===== src/rtl/mem_port_arbiter.sv =====
// Arbiter sharing the single unified memory port between instruction fetch
// (IF) and data load/store (D): round-robin on ties, fixed read latency.
module mem_port_arbiter #(
  parameter int unsigned ADDR_W  = 6,
  parameter int unsigned DATA_W  = 64,
  parameter int unsigned MEM_LAT = 2
) (
  input  logic              clk,
  input  logic              reset,
  input  logic              if_req,
  input  logic [ADDR_W-1:0] if_addr,
  output logic              if_gnt,
  output logic              if_valid,
  output logic [DATA_W-1:0] if_rdata,
  input  logic              d_req,
  input  logic              d_we,
  input  logic [ADDR_W-1:0] d_addr,
  input  logic [DATA_W-1:0] d_wdata,
  output logic              d_gnt,
  output logic              d_valid,
  output logic [DATA_W-1:0] d_rdata,
  output logic              mem_en,
  output logic              mem_we,
  output logic [ADDR_W-1:0] mem_addr,
  output logic [DATA_W-1:0] mem_wdata,
  input  logic [DATA_W-1:0] mem_rdata,
  output logic              busy
);

  localparam int unsigned CNT_W = 4;

  typedef enum logic [1:0] {IDLE, GRANT, WAIT, RESP} state_e;

  state_e              state_q, state_d;
  logic [CNT_W-1:0]    cnt_q, cnt_d;
  logic                last_d_q, last_d_d;   // 1: D had the last grant
  logic                sel_d_q, sel_d_d;     // 1: current transaction is D
  logic                we_q, we_d;
  logic                done_q, done_d;       // valid already issued in RESP
  logic                if_gnt_q, if_gnt_d;
  logic                if_valid_q, if_valid_d;
  logic [DATA_W-1:0]   if_rdata_q, if_rdata_d;
  logic                d_gnt_q, d_gnt_d;
  logic                d_valid_q, d_valid_d;
  logic [DATA_W-1:0]   d_rdata_q, d_rdata_d;
  logic                mem_en_q, mem_en_d;
  logic                mem_we_q, mem_we_d;
  logic [ADDR_W-1:0]   mem_addr_q, mem_addr_d;
  logic [DATA_W-1:0]   mem_wdata_q, mem_wdata_d;
  logic                busy_q, busy_d;
  logic                d_wins;

  // D wins when it is the only requester, or on a tie when IF was granted last
  assign d_wins = d_req && (!if_req || !last_d_q);

  // Next-state and registered-output logic
  always_comb begin
    state_d     = state_q;
    cnt_d       = cnt_q;
    last_d_d    = last_d_q;
    sel_d_d     = sel_d_q;
    we_d        = we_q;
    done_d      = done_q;
    if_gnt_d    = 1'b0;
    if_valid_d  = 1'b0;
    if_rdata_d  = if_rdata_q;
    d_gnt_d     = 1'b0;
    d_valid_d   = 1'b0;
    d_rdata_d   = d_rdata_q;
    mem_en_d    = 1'b0;
    mem_we_d    = 1'b0;
    mem_addr_d  = mem_addr_q;
    mem_wdata_d = mem_wdata_q;

    unique case (state_q)
      IDLE: begin
        if (if_req || d_req) begin
          sel_d_d    = d_wins;
          we_d       = d_wins && d_we;
          last_d_d   = d_wins;
          done_d     = 1'b0;
          mem_addr_d = d_wins ? d_addr : if_addr;
          if (d_wins) mem_wdata_d = d_wdata;
          if_gnt_d   = !d_wins;
          d_gnt_d    = d_wins;
          mem_en_d   = 1'b1;
          mem_we_d   = d_wins && d_we;
          state_d    = GRANT;
        end
      end
      GRANT: begin
        if (we_q) begin
          d_valid_d = 1'b1;
          done_d    = 1'b1;
          state_d   = RESP;
        end else begin
          cnt_d   = CNT_W'(MEM_LAT - 1);
          state_d = (MEM_LAT > 1) ? WAIT : RESP;
        end
      end
      WAIT: begin
        cnt_d = cnt_q - CNT_W'(1);
        if (cnt_q == CNT_W'(1)) state_d = RESP;
      end
      RESP: begin
        if (done_q) begin
          state_d = IDLE;
        end else begin
          done_d = 1'b1;
          if (sel_d_q) begin
            d_rdata_d = mem_rdata;
            d_valid_d = 1'b1;
          end else begin
            if_rdata_d = mem_rdata;
            if_valid_d = 1'b1;
          end
        end
      end
      default: state_d = IDLE;
    endcase

    busy_d = (state_d != IDLE);
  end

  // State and output registers
  always_ff @(posedge clk or negedge reset) begin
    if (!reset) begin
      state_q     <= IDLE;
      cnt_q       <= '0;
      last_d_q    <= 1'b0;
      sel_d_q     <= 1'b0;
      we_q        <= 1'b0;
      done_q      <= 1'b0;
      if_gnt_q    <= 1'b0;
      if_valid_q  <= 1'b0;
      if_rdata_q  <= '0;
      d_gnt_q     <= 1'b0;
      d_valid_q   <= 1'b0;
      d_rdata_q   <= '0;
      mem_en_q    <= 1'b0;
      mem_we_q    <= 1'b0;
      mem_addr_q  <= '0;
      mem_wdata_q <= '0;
      busy_q      <= 1'b0;
    end else begin
      state_q     <= state_d;
      cnt_q       <= cnt_d;
      last_d_q    <= last_d_d;
      sel_d_q     <= sel_d_d;
      we_q        <= we_d;
      done_q      <= done_d;
      if_gnt_q    <= if_gnt_d;
      if_valid_q  <= if_valid_d;
      if_rdata_q  <= if_rdata_d;
      d_gnt_q     <= d_gnt_d;
      d_valid_q   <= d_valid_d;
      d_rdata_q   <= d_rdata_d;
      mem_en_q    <= mem_en_d;
      mem_we_q    <= mem_we_d;
      mem_addr_q  <= mem_addr_d;
      mem_wdata_q <= mem_wdata_d;
      busy_q      <= busy_d;
    end
  end

  assign if_gnt    = if_gnt_q;
  assign if_valid  = if_valid_q;
  assign if_rdata  = if_rdata_q;
  assign d_gnt     = d_gnt_q;
  assign d_valid   = d_valid_q;
  assign d_rdata   = d_rdata_q;
  assign mem_en    = mem_en_q;
  assign mem_we    = mem_we_q;
  assign mem_addr  = mem_addr_q;
  assign mem_wdata = mem_wdata_q;
  assign busy      = busy_q;

endmodule


===== config.mk =====
export PLATFORM = sky130hd
export DESIGN_NAME = mem_port_arbiter
export DESIGN_NICKNAME = d
export VERILOG_FILES = /design/src/rtl/mem_port_arbiter.sv
export SDC_FILE = /design/constraint.sdc
export NUM_CORES = 1
export LEC_CHECK = 0
export BUFFER_PORTS_ARGS = -buffer_cell sky130_fd_sc_hd__clkbuf_2
export CAP_MARGIN = 20
export CORE_AREA = 4 4 132 134
export CTS_BUF_LIST = sky130_fd_sc_hd__clkbuf_4 sky130_fd_sc_hd__clkbuf_8
export CTS_CLUSTER_DIAMETER = 40
export CTS_CLUSTER_SIZE = 20
export DETAILED_ROUTE_END_ITERATION = 12
export DIE_AREA = 0 0 136 138
export PLACE_DENSITY = 0.94
export SLEW_MARGIN = 10
export SYNTH_ARGS = -nofsm -noshare
export SYNTH_HDL_FRONTEND = slang
export SYNTH_SLANG_ARGS = --single-unit

===== constraint.sdc =====
create_clock -name clk -period 2.7 [get_ports clk]
set_input_delay 0.675 -clock clk [delete_from_list [all_inputs] [get_ports clk]]
set_output_delay 0.675 -clock clk [all_outputs]
set_load 0.02 [all_outputs]

---- Yosys cells after proc, flatten, opt, wreduce, memory -nomap -nowiden ----
Index checks and enable logic that the tools add are counted.
word-level totals
  word-level logic and storage cells ...... 69
  register bits after elaboration ......... 214
  output and inout bits ................... 205
cells by class
  muxes and demuxes ....................... 26
  equality and inequality tests ........... 7
  reduce and logical (&&, ||, !) cells .... 17
  add/sub/neg operators ................... 1
  bitwise gates (word level) .............. 2
operators with widths
  operator               count
  $mux W1                17
  $reduce_and A3 Y1      4
  $pmux W2 S4            1
  $pmux W4 S2            1
  $mux W2                3
  $mux W6                1
  $ne A2 B2 Y1 const B   3
  $eq A2 B2 Y1 const B   2
  $eq A4 B1 Y1 const B   1
  $mux W4                1
  $reduce_and A2 Y1      2
  $reduce_bool A2 Y1     2
  $sub A4 B1 Y4 const B  1
  $logic_not A1 Y1       3
  $pmux W1 S3            1
  $reduce_bool A3 Y1     1
  $eq A2 B1 Y1 const B   1
  $logic_and A1 B1 Y1    2
  $logic_not A2 Y1       1
  $logic_or A1 B1 Y1     2
  $not A1 Y1             2
  $pmux W1 S2            1

---- Logic depth before layout (Yosys ltp) ----
Gate-level depths: netlist of the first run.
  depth in word-level cells ............... 6
  mapped depth ............................ 5
  gate-level depth less buffers ........... 5

---- Worst setup path after synthesis of the first run ----
Ideal clock, no wire load.
  path kind ............................... input to register
  start ................................... input port d_req
  end ..................................... register mem_wdata_q[14], in the netlist mem_wdata[14]
  library setup time ...................... 0.125 ns
  stages .................................. 4
  buffers on the path ..................... 1
  setup slack ............................. 0.829 ns
  data arrival time ....................... 1.747 ns
  cells stage by stage .................... a21bo_2 nor3_4 buf_2 mux2_2
on the way
  word-level cells in the longest chain between the ends .. 2
  elaborated cells on any way between the ends .. 3
  classes of those cells .................. reduce/logical (3)
ends and longest elaborated chain
  what                                                       line    text
  start: declaration                                         15      input logic d_req,
  $logic_and A1 B1 Y1 or $logic_or A1 B1 Y1 (tied branches)  54, 77
  $reduce_and A3 Y1 (no source line) *                       -
  end signal: assignment                                     161     mem_wdata_q <= mem_wdata_d;
  end: declaration                                           49      logic [DATA_W-1:0] mem_wdata_q, mem_wdata_d;
Every way passes the cells marked *; elsewhere a longest branch is shown, timed or not.
A chain may end at the register's enable or synchronous reset.

---- Final worst setup path of the first run ----
  start ................................... register state_q[1]
  end ..................................... register if_rdata_q[52], in the netlist if_rdata[52]
on the way
  word-level cells in the longest chain between the ends .. 2
ends and longest elaborated chain
  what                                line  text
  start: declaration                  34    state_e state_q, state_d;
  start signal: assignment            146   state_q <= state_d;
  $eq A2 B2 Y1                        75    unique case (state_q)
  $reduce_and A3 Y1 (no source line)  -
  end signal: assignment              154   if_rdata_q <= if_rdata_d;
  end: declaration                    42    logic [DATA_W-1:0] if_rdata_q, if_rdata_d;
Every way passes these cells.

==> flow_summary.json, run 1 <==
{
  "wl_per_cell_microns": 18.33,
  "cts_root_buf": "clkbuf_8",
  "critPathTopFamily": "flip-flops",
  "crit_arrival_ns": 2.33,
  "postSynthAreaPerCell_sq_um": 16.63,
  "finalNetCount": 1002,
  "slew-limit-headroom": 0.5335,
  "crit_chain": "nand2_1 > nor3_2 > buf_12 > mux2_2",
  "clock_skew_ns": 0.01254,
  "fmax_mhz": 521.6,
  "slew_viol_final": 0,
  "antenna_cells": 0,
  "grt_pass1_vias": 6201,
  "max_stage_delay_ns": 0.69,
  "final_layout_size_suffix_gt1_frac": 0.6951,
  "cts-hold-fix-buffers": 0,
  "r2r_cells": 4,
  "coreArea_sq_um": 16290,
  "ios": 350,
  "synth_xor_area_frac": 0.001088,
  "worst_slew_pin_slew_ns": 0.6998,
  "antenna_found_initial": 0,
  "via_per_inst": 5.059,
  "synthCells": 484,
  "endpoint_kind": "register",
  "insertion_delay_ns": 0.54,
  "yosys.area_share.simple": 0.01896,
  "setup_tns_ns": 0,
  "clk_pin_slew_ns": 0.07,
  "layout_min_cycle_time_ns": 1.917,
  "clockBufferDepth": 3,
  "synthDistinctLibCells": 31,
  "post_cts_resized": 0,
  "ys_warn_count": 0,
  "syn_nets": 631,
  "cts_made_buffers": 31,
  "crit_buf_inv": 1,
  "peakVddDrop_uv": 893.7,
  "maxCapViolations": 0,
  "cp.required_ns": 3.11,
  "ys_ff_latch": 214,
  "rrSetupSlack_ns": 0.78,
  "yosysSeqAreaShare": 0.6652,
  "drtPass1Iterations": 4,
  "worstSetupStartpointType": "register",
  "rsz0062_at_grt": "no",
  "finalHoldViolations": 0,
  "muxShareOfSynthArea": 0.2714,
  "drt-initial-drc-count": 163,
  "grt_max_degree": 85,
  "final.fill_count": 1153,
  "routed-via-count": 5560,
  "crit_fanout": 32,
  "totalWireLength_mm": 20.15,
  "cts_setup_buffers": 0,
  "synth_top_family_by_area": "multiplexers",
  "die_w_microns": 136,
  "finalPower_mw": 15.10,
  "start_util": 0.4942,
  "synthAdderAreaFrac": 0.003108,
  "drc_errors": 0,
  "port_buffers": 349,
  "rows": 47,
  "track_usage": 0.2105,
  "grt_pass1_wl_mm": 31.91,
  "period_share": 0.7101,
  "gp_routability_congestion": 0.8057,
  "synth_compound_area_frac": 0.02191,
  "cts.sinks": 214,
  "grt.overflow.total": 0,
  "h-tree-depth": 1,
  "setup_viol": 0,
  "critPathSlowestCell": "dfrtp_1",
  "ant_nets": 0,
  "cts_tree": "yes",
  "r2r_end": "if_rdata[52]",
  "syn_area_sq_um": 8050,
  "crit_type": "register to register",
  "hold_class": "input port to async pin",
  "status": "completed",
  "dp_hpwl_mm": 15.31,
  "leakage_nw": 5.444,
  "die_h_microns": 138,
  "rr_startpoint": "state_q[1]",
  "die-area_sq_um": 18770,
  "pwr_density_cell_nw_per_um2": 1383,
  "area_growth_syn_to_layout_pct": 35.58
}
[state kept, by name, summed over array words and instances (netlist names), 2 cells and up]
name and count:
mem_wdata 64, mem_addr 6, cnt_q 4, d_rdata 64, state_q 2, if_rdata 64
[per-layer routing]
| layer | GRT usage | vias up | share of wire |
|---|---|---|---|
| met5 | 0 | - | 0 |
| met4 | 0.07109 | 0 | 0.031 |
| met3 | 0.05778 | 54 | 0.077 |
| met2 | 0.3966 | 225 | 0.54 |
| met1 | 0.2224 | 2795 | 0.35 |
| li1 | - | 2486 | - |
[synthesized netlist by cell type (all sizes together)]
master | number | area (sq um)
xnor2 | 1 | 8.760
and3 | 2 | 12.51
clkbuf | 2 | 7.510
nand4b | 1 | 8.760
nor2b | 1 | 6.260
and4 | 5 | 43.79
a221o | 5 | 50.05
a311oi | 2 | 17.52
o2bb2ai | 1 | 8.760
nand2 | 2 | 7.510
nor3 | 3 | 26.28
or4b | 1 | 10.01
dfrtp | 214 | 5355
inv | 4 | 15.01
nand2b | 2 | 12.51
mux2 | 194 | 2185
a21o | 1 | 7.510
buf | 22 | 125.1
ha | 2 | 25.02
nor2 | 3 | 18.77
and2 | 1 | 6.260
a221oi | 1 | 8.760
o21ai | 5 | 25.02
a21oi | 6 | 30.03
a22o | 1 | 8.760
o211a | 1 | 10.01
a21bo | 1 | 10.01
[cell type report]
| type | count | area, sq um | area share |
|---|---|---|---|
| Multi-Input combinational cell | 242 | 2552 | 0.2339 |
| Timing Repair Buffer | 362 | 1928 | 0.1767 |
| Inverter | 4 | 15.01 | 0.001376 |
| Clock buffer | 36 | 489.2 | 0.04482 |
| Tap cell | 220 | 275.3 | 0.02522 |
| Clock inverter | 21 | 299.0 | 0.02740 |
| Sequential cell | 214 | 5355 | 0.4907 |
[cells by family after synthesis]
family          count (synthesis)
flops                         214
mux                           194
buf+inv                        28
compound gates                 24
simple gates                   21
fa+ha+maj                       2
xor+xnor                        1
[how the worst max path moves through the flow]
stage                    end  cells after the start  slack [ns]  startpoint
2_1_floorplan  mem_wdata[14]                      4        0.83       d_req
3_3_place_gp   mem_wdata[27]                      5        0.65      if_req
3_5_place_dp   mem_wdata[63]                      5        0.60      if_req
4_1_cts         if_rdata[57]                      4        0.78  state_q[1]
5_1_grt         if_rdata[52]                      4        0.73  state_q[1]
6_report        if_rdata[52]                      4        0.78  state_q[1]
[report_power, final]
group          total, mW  internal [mW]  switching [mW]  leakage, nW
clock               3.18           1.84            1.34        0.395
combinational       6.17           2.58            3.59         2.49
sequential          5.75           4.81           0.946         2.56
[per-stage QoR]
step	util	std cells	hold slack [ns]	worst slack, ns	area, sq um
CTS	0.6700	1099	0.1726	0.7773	10910
finish	0.6700	1099	0.1823	0.7827	10910
floorplan	-	484	0.3794	0.8286	8050
global placement	0.6216	1042	0.4697	0.6506	10130
global route	0.6700	1099	0.2036	0.7325	10910
detailed placement	0.6216	1042	0.4751	0.6001	10130
[worst reg2reg max path, delay by kind of cell, from the launching register on]
family / cells / cell delay [ns]
buffers and inverters: 1 / 0.26
flip-flops: 1 / 0.69
multiplexers: 1 / 0.39
AND/OR/NAND/NOR: 2 / 0.44
[cells in the final DEF (no fill, tap or decap), drive strengths merged]
master    count
a21bo         1
a21o          1
a21oi         6
a221o         5
a221oi        1
a22o          1
a311oi        2
and2          1
and3          2
and4          5
buf          13
bufinv        6
clkbuf      385
clkinv        5
clkinvlp      3
dfrtp       214
ha            2
inv          11
mux2        194
nand2         2
nand2b        2
nand4b        1
nor2          3
nor2b         1
nor3          3
o211a         1
o21ai         5
o2bb2ai       1
or4b          1
xnor2         1
No activity file was read; power rests on OpenSTA's default activity.
==> run 2, diff against run 1 <==
--- a/config.mk
+++ b/config.mk
@@ -7,13 +7,13 @@
 export LEC_CHECK = 0
 export BUFFER_PORTS_ARGS = -buffer_cell sky130_fd_sc_hd__clkbuf_2
 export CAP_MARGIN = 20
-export CORE_AREA = 4 4 132 134
+export CORE_MARGIN = 4
+export CORE_UTILIZATION = 49
 export CTS_BUF_LIST = sky130_fd_sc_hd__clkbuf_4 sky130_fd_sc_hd__clkbuf_8
 export CTS_CLUSTER_DIAMETER = 40
 export CTS_CLUSTER_SIZE = 20
 export DETAILED_ROUTE_END_ITERATION = 12
-export DIE_AREA = 0 0 136 138
-export PLACE_DENSITY = 0.94
+export PLACE_DENSITY = 0.93
 export SLEW_MARGIN = 10
 export SYNTH_ARGS = -nofsm -noshare
 export SYNTH_HDL_FRONTEND = slang
==> constraint.sdc (replaced) <==
create_clock -name clk -period 2 [get_ports clk]
set_input_delay 0.5 -clock clk [delete_from_list [all_inputs] [get_ports clk]]
set_output_delay 0.5 -clock clk [all_outputs]
set_load 0.02 [all_outputs]
==> run 2 against run 1 <==
  * Global-route usage grew 0.85 points
  * Clock skew up 0.0018 ns
  * Core utilization up 0.99 points
  * Cell area fell by 0.32%
  * Clock power grew 20%
  * Clock-buffer cell count down 9
  * Highest routed layer unchanged
  * Via count fell by 0.65%
  * Non-clock buffer count increased by 3
  * Worst setup slack worse by 0.53 ns
  * Largest cell class unchanged
  * Power is 32% higher
  * Wire length is 1.7% higher
  * Largest power group unchanged
==> flow_summary.json, run 2 (same netlist as run 1, synthesis figures left out) <==
{
  "endpoint_kind": "register",
  "final_layout_size_suffix_gt1_frac": 0.6926,
  "wl_per_cell_microns": 18.78,
  "status": "completed",
  "drt-initial-drc-count": 162,
  "worstSetupStartpointType": "register",
  "insertion_delay_ns": 0.54,
  "stdcell_count": 1091,
  "grt_max_degree": 47,
  "seq_area_sq_um": 5355,
  "die-area_sq_um": 18540,
  "clockBufferDepth": 3,
  "critPathTopFamily": "flip-flops",
  "hold_class": "input port to register",
  "grt.overflow.total": 0,
  "antenna_cells": 0,
  "topRoutingLayerUsed": "met4",
  "final_core_utilization": 0.6799,
  "setup_viol": 0,
  "finalNetCount": 1001,
  "totalWireLength_mm": 20.49,
  "ant_nets": 0,
  "finalPower_mw": 19.99,
  "crit_fanout": 9,
  "cts_tree": "yes",
  "cp.required_ns": 2.43,
  "mostFrequentLayoutCell": "clkbuf_2",
  "h-tree-depth": 1,
  "die_h_microns": 136.2,
  "clk_pin_slew_ns": 0.09,
  "grt_pass1_vias": 6119,
  "cts_made_buffers": 27,
  "crit_type": "register to register",
  "grt_pass1_wl_mm": 31.96,
  "worst_slew_pin_slew_ns": 0.4587,
  "placed_cell_area_sq_um": 10190,
  "gp_routability_congestion": 0.8186,
  "cts.sinks": 214,
  "ios": 350,
  "postLayoutCellArea_sq_um": 10880,
  "start_util": 0.5031,
  "rsz0062_at_grt": "no",
  "routed-via-count": 5524,
  "area_growth_syn_to_layout_pct": 35.14,
  "drc_errors": 0,
  "wl_met1_mm": 7.333,
  "layout_min_cycle_time_ns": 1.748,
  "slew_viol_final": 0,
  "pwr_density_cell_nw_per_um2": 1837,
  "crit_arrival_ns": 2.18,
  "setup_tns_ns": 0,
  "leakage_nw": 5.420,
  "critPathSlowestCell": "dfrtp_1",
  "multi_input_area_sq_um": 2552,
  "track_usage": 0.2189,
  "die_w_microns": 136.2,
  "final.fill_count": 1123,
  "rows": 46,
  "dp_cells": 1040,
  "wl_met2_mm": 10.81,
  "slew-limit-headroom": 0.6921,
  "crit_chain": "buf_4 > nor2_4 > o21ai_1 > buf_4 > mux2_2",
  "dp_hpwl_mm": 15.53,
  "finalHoldViolations": 0,
  "coreArea_sq_um": 16000,
  "post_cts_resized": 0,
  "wl_met3_mm": 1.806,
  "antenna_found_initial": 0,
  "port_buffers": 349,
  "cts_root_buf": "clkbuf_8",
  "via_per_inst": 5.063,
  "period_share": 0.8740,
  "most-common-layout-cells": "348 x clkbuf_2, 214 x dfrtp_1, 188 x mux2_2",
  "clock_skew_ns": 0.01433,
  "max_stage_delay_ns": 0.51,
  "fmax_mhz": 572.1,
  "peakVddDrop_uv": 1254,
  "path_common_cell": "buf_4",
  "drtPass1Iterations": 4,
  "crit_buf_inv": 2,
  "maxCapViolations": 0
}
==> run 2: changes by cell type in the layout (fill, tap and decap cells not counted), sizes merged <==
cell	previous run	this run
dlygate4sd3	0	1
buf	13	15
inv	11	9
clkbuf	385	376
bufinv	6	5
clkinv	5	11
clkinvlp	3	2
==> run 2: worst reg2reg max path: stages, from the launching register on <==
cell     delay (ns)
dfrtp_1        0.51
buf_4          0.21
nor2_4         0.06
o21ai_1        0.27
buf_4          0.25
mux2_2         0.34
==> run 2: what timing repair did <==
action                                 CTS  global route
hold buffers                             1             0
buffers inserted                         0             0
endpoints found under the hold margin   40             0
==> run 2: final cells by class <==
class | count | share of cell area
Clock buffer | 27 | 0.03416
Clock inverter | 23 | 0.02864
Inverter | 4 | 0.001380
Multi-Input combinational cell | 242 | 0.2346
Sequential cell | 214 | 0.4922
Tap cell | 216 | 0.02484
Timing Repair Buffer | 365 | 0.1841
==> run 2: path summary, 6_finish.rpt <==
kind | to | slack [ns] | start | depth (start not counted)
setup / recovery | mem_addr[5] | 0.25 | state_q[0] | 5
hold reg to reg | mem_wdata[12] | 0.49 | mem_wdata[12] | 1
hold / removal | mem_wdata[10] | 0.17 | d_wdata[10] | 2
setup reg to reg | mem_addr[5] | 0.25 | state_q[0] | 5
max in group asynchronous | if_rdata[20] | 0.95 | reset | 3
min in group asynchronous | if_rdata[17] | 0.46 | reset | 2
==> run 2: report_power, final <==
| group | internal, mW | switching [mW] |
|---|---|---|
| clock network | 2.03 | 1.80 |
| logic | 3.53 | 4.89 |
| registers | 6.48 | 1.24 |
| total | 12.0 | 7.94 |
==> run 2: layer usage <==
metal | GRT usage | vias to the layer above
li1 | - | 2488
met1 | 0.2454 | 2753
met2 | 0.4026 | 236
met3 | 0.06070 | 47
met4 | 0.06943 | 0
met5 | 0 | -
==> run 2: through the flow <==
step | worst slack, ns | hold slack, ns
after floorplan | 0.3036 | 0.2044
after global placement | 0.1883 | 0.4685
after detailed placement | 0.1422 | 0.4752
after CTS | 0.2326 | 0.1364
after global routing | 0.1202 | 0.1526
final | 0.2521 | 0.1701
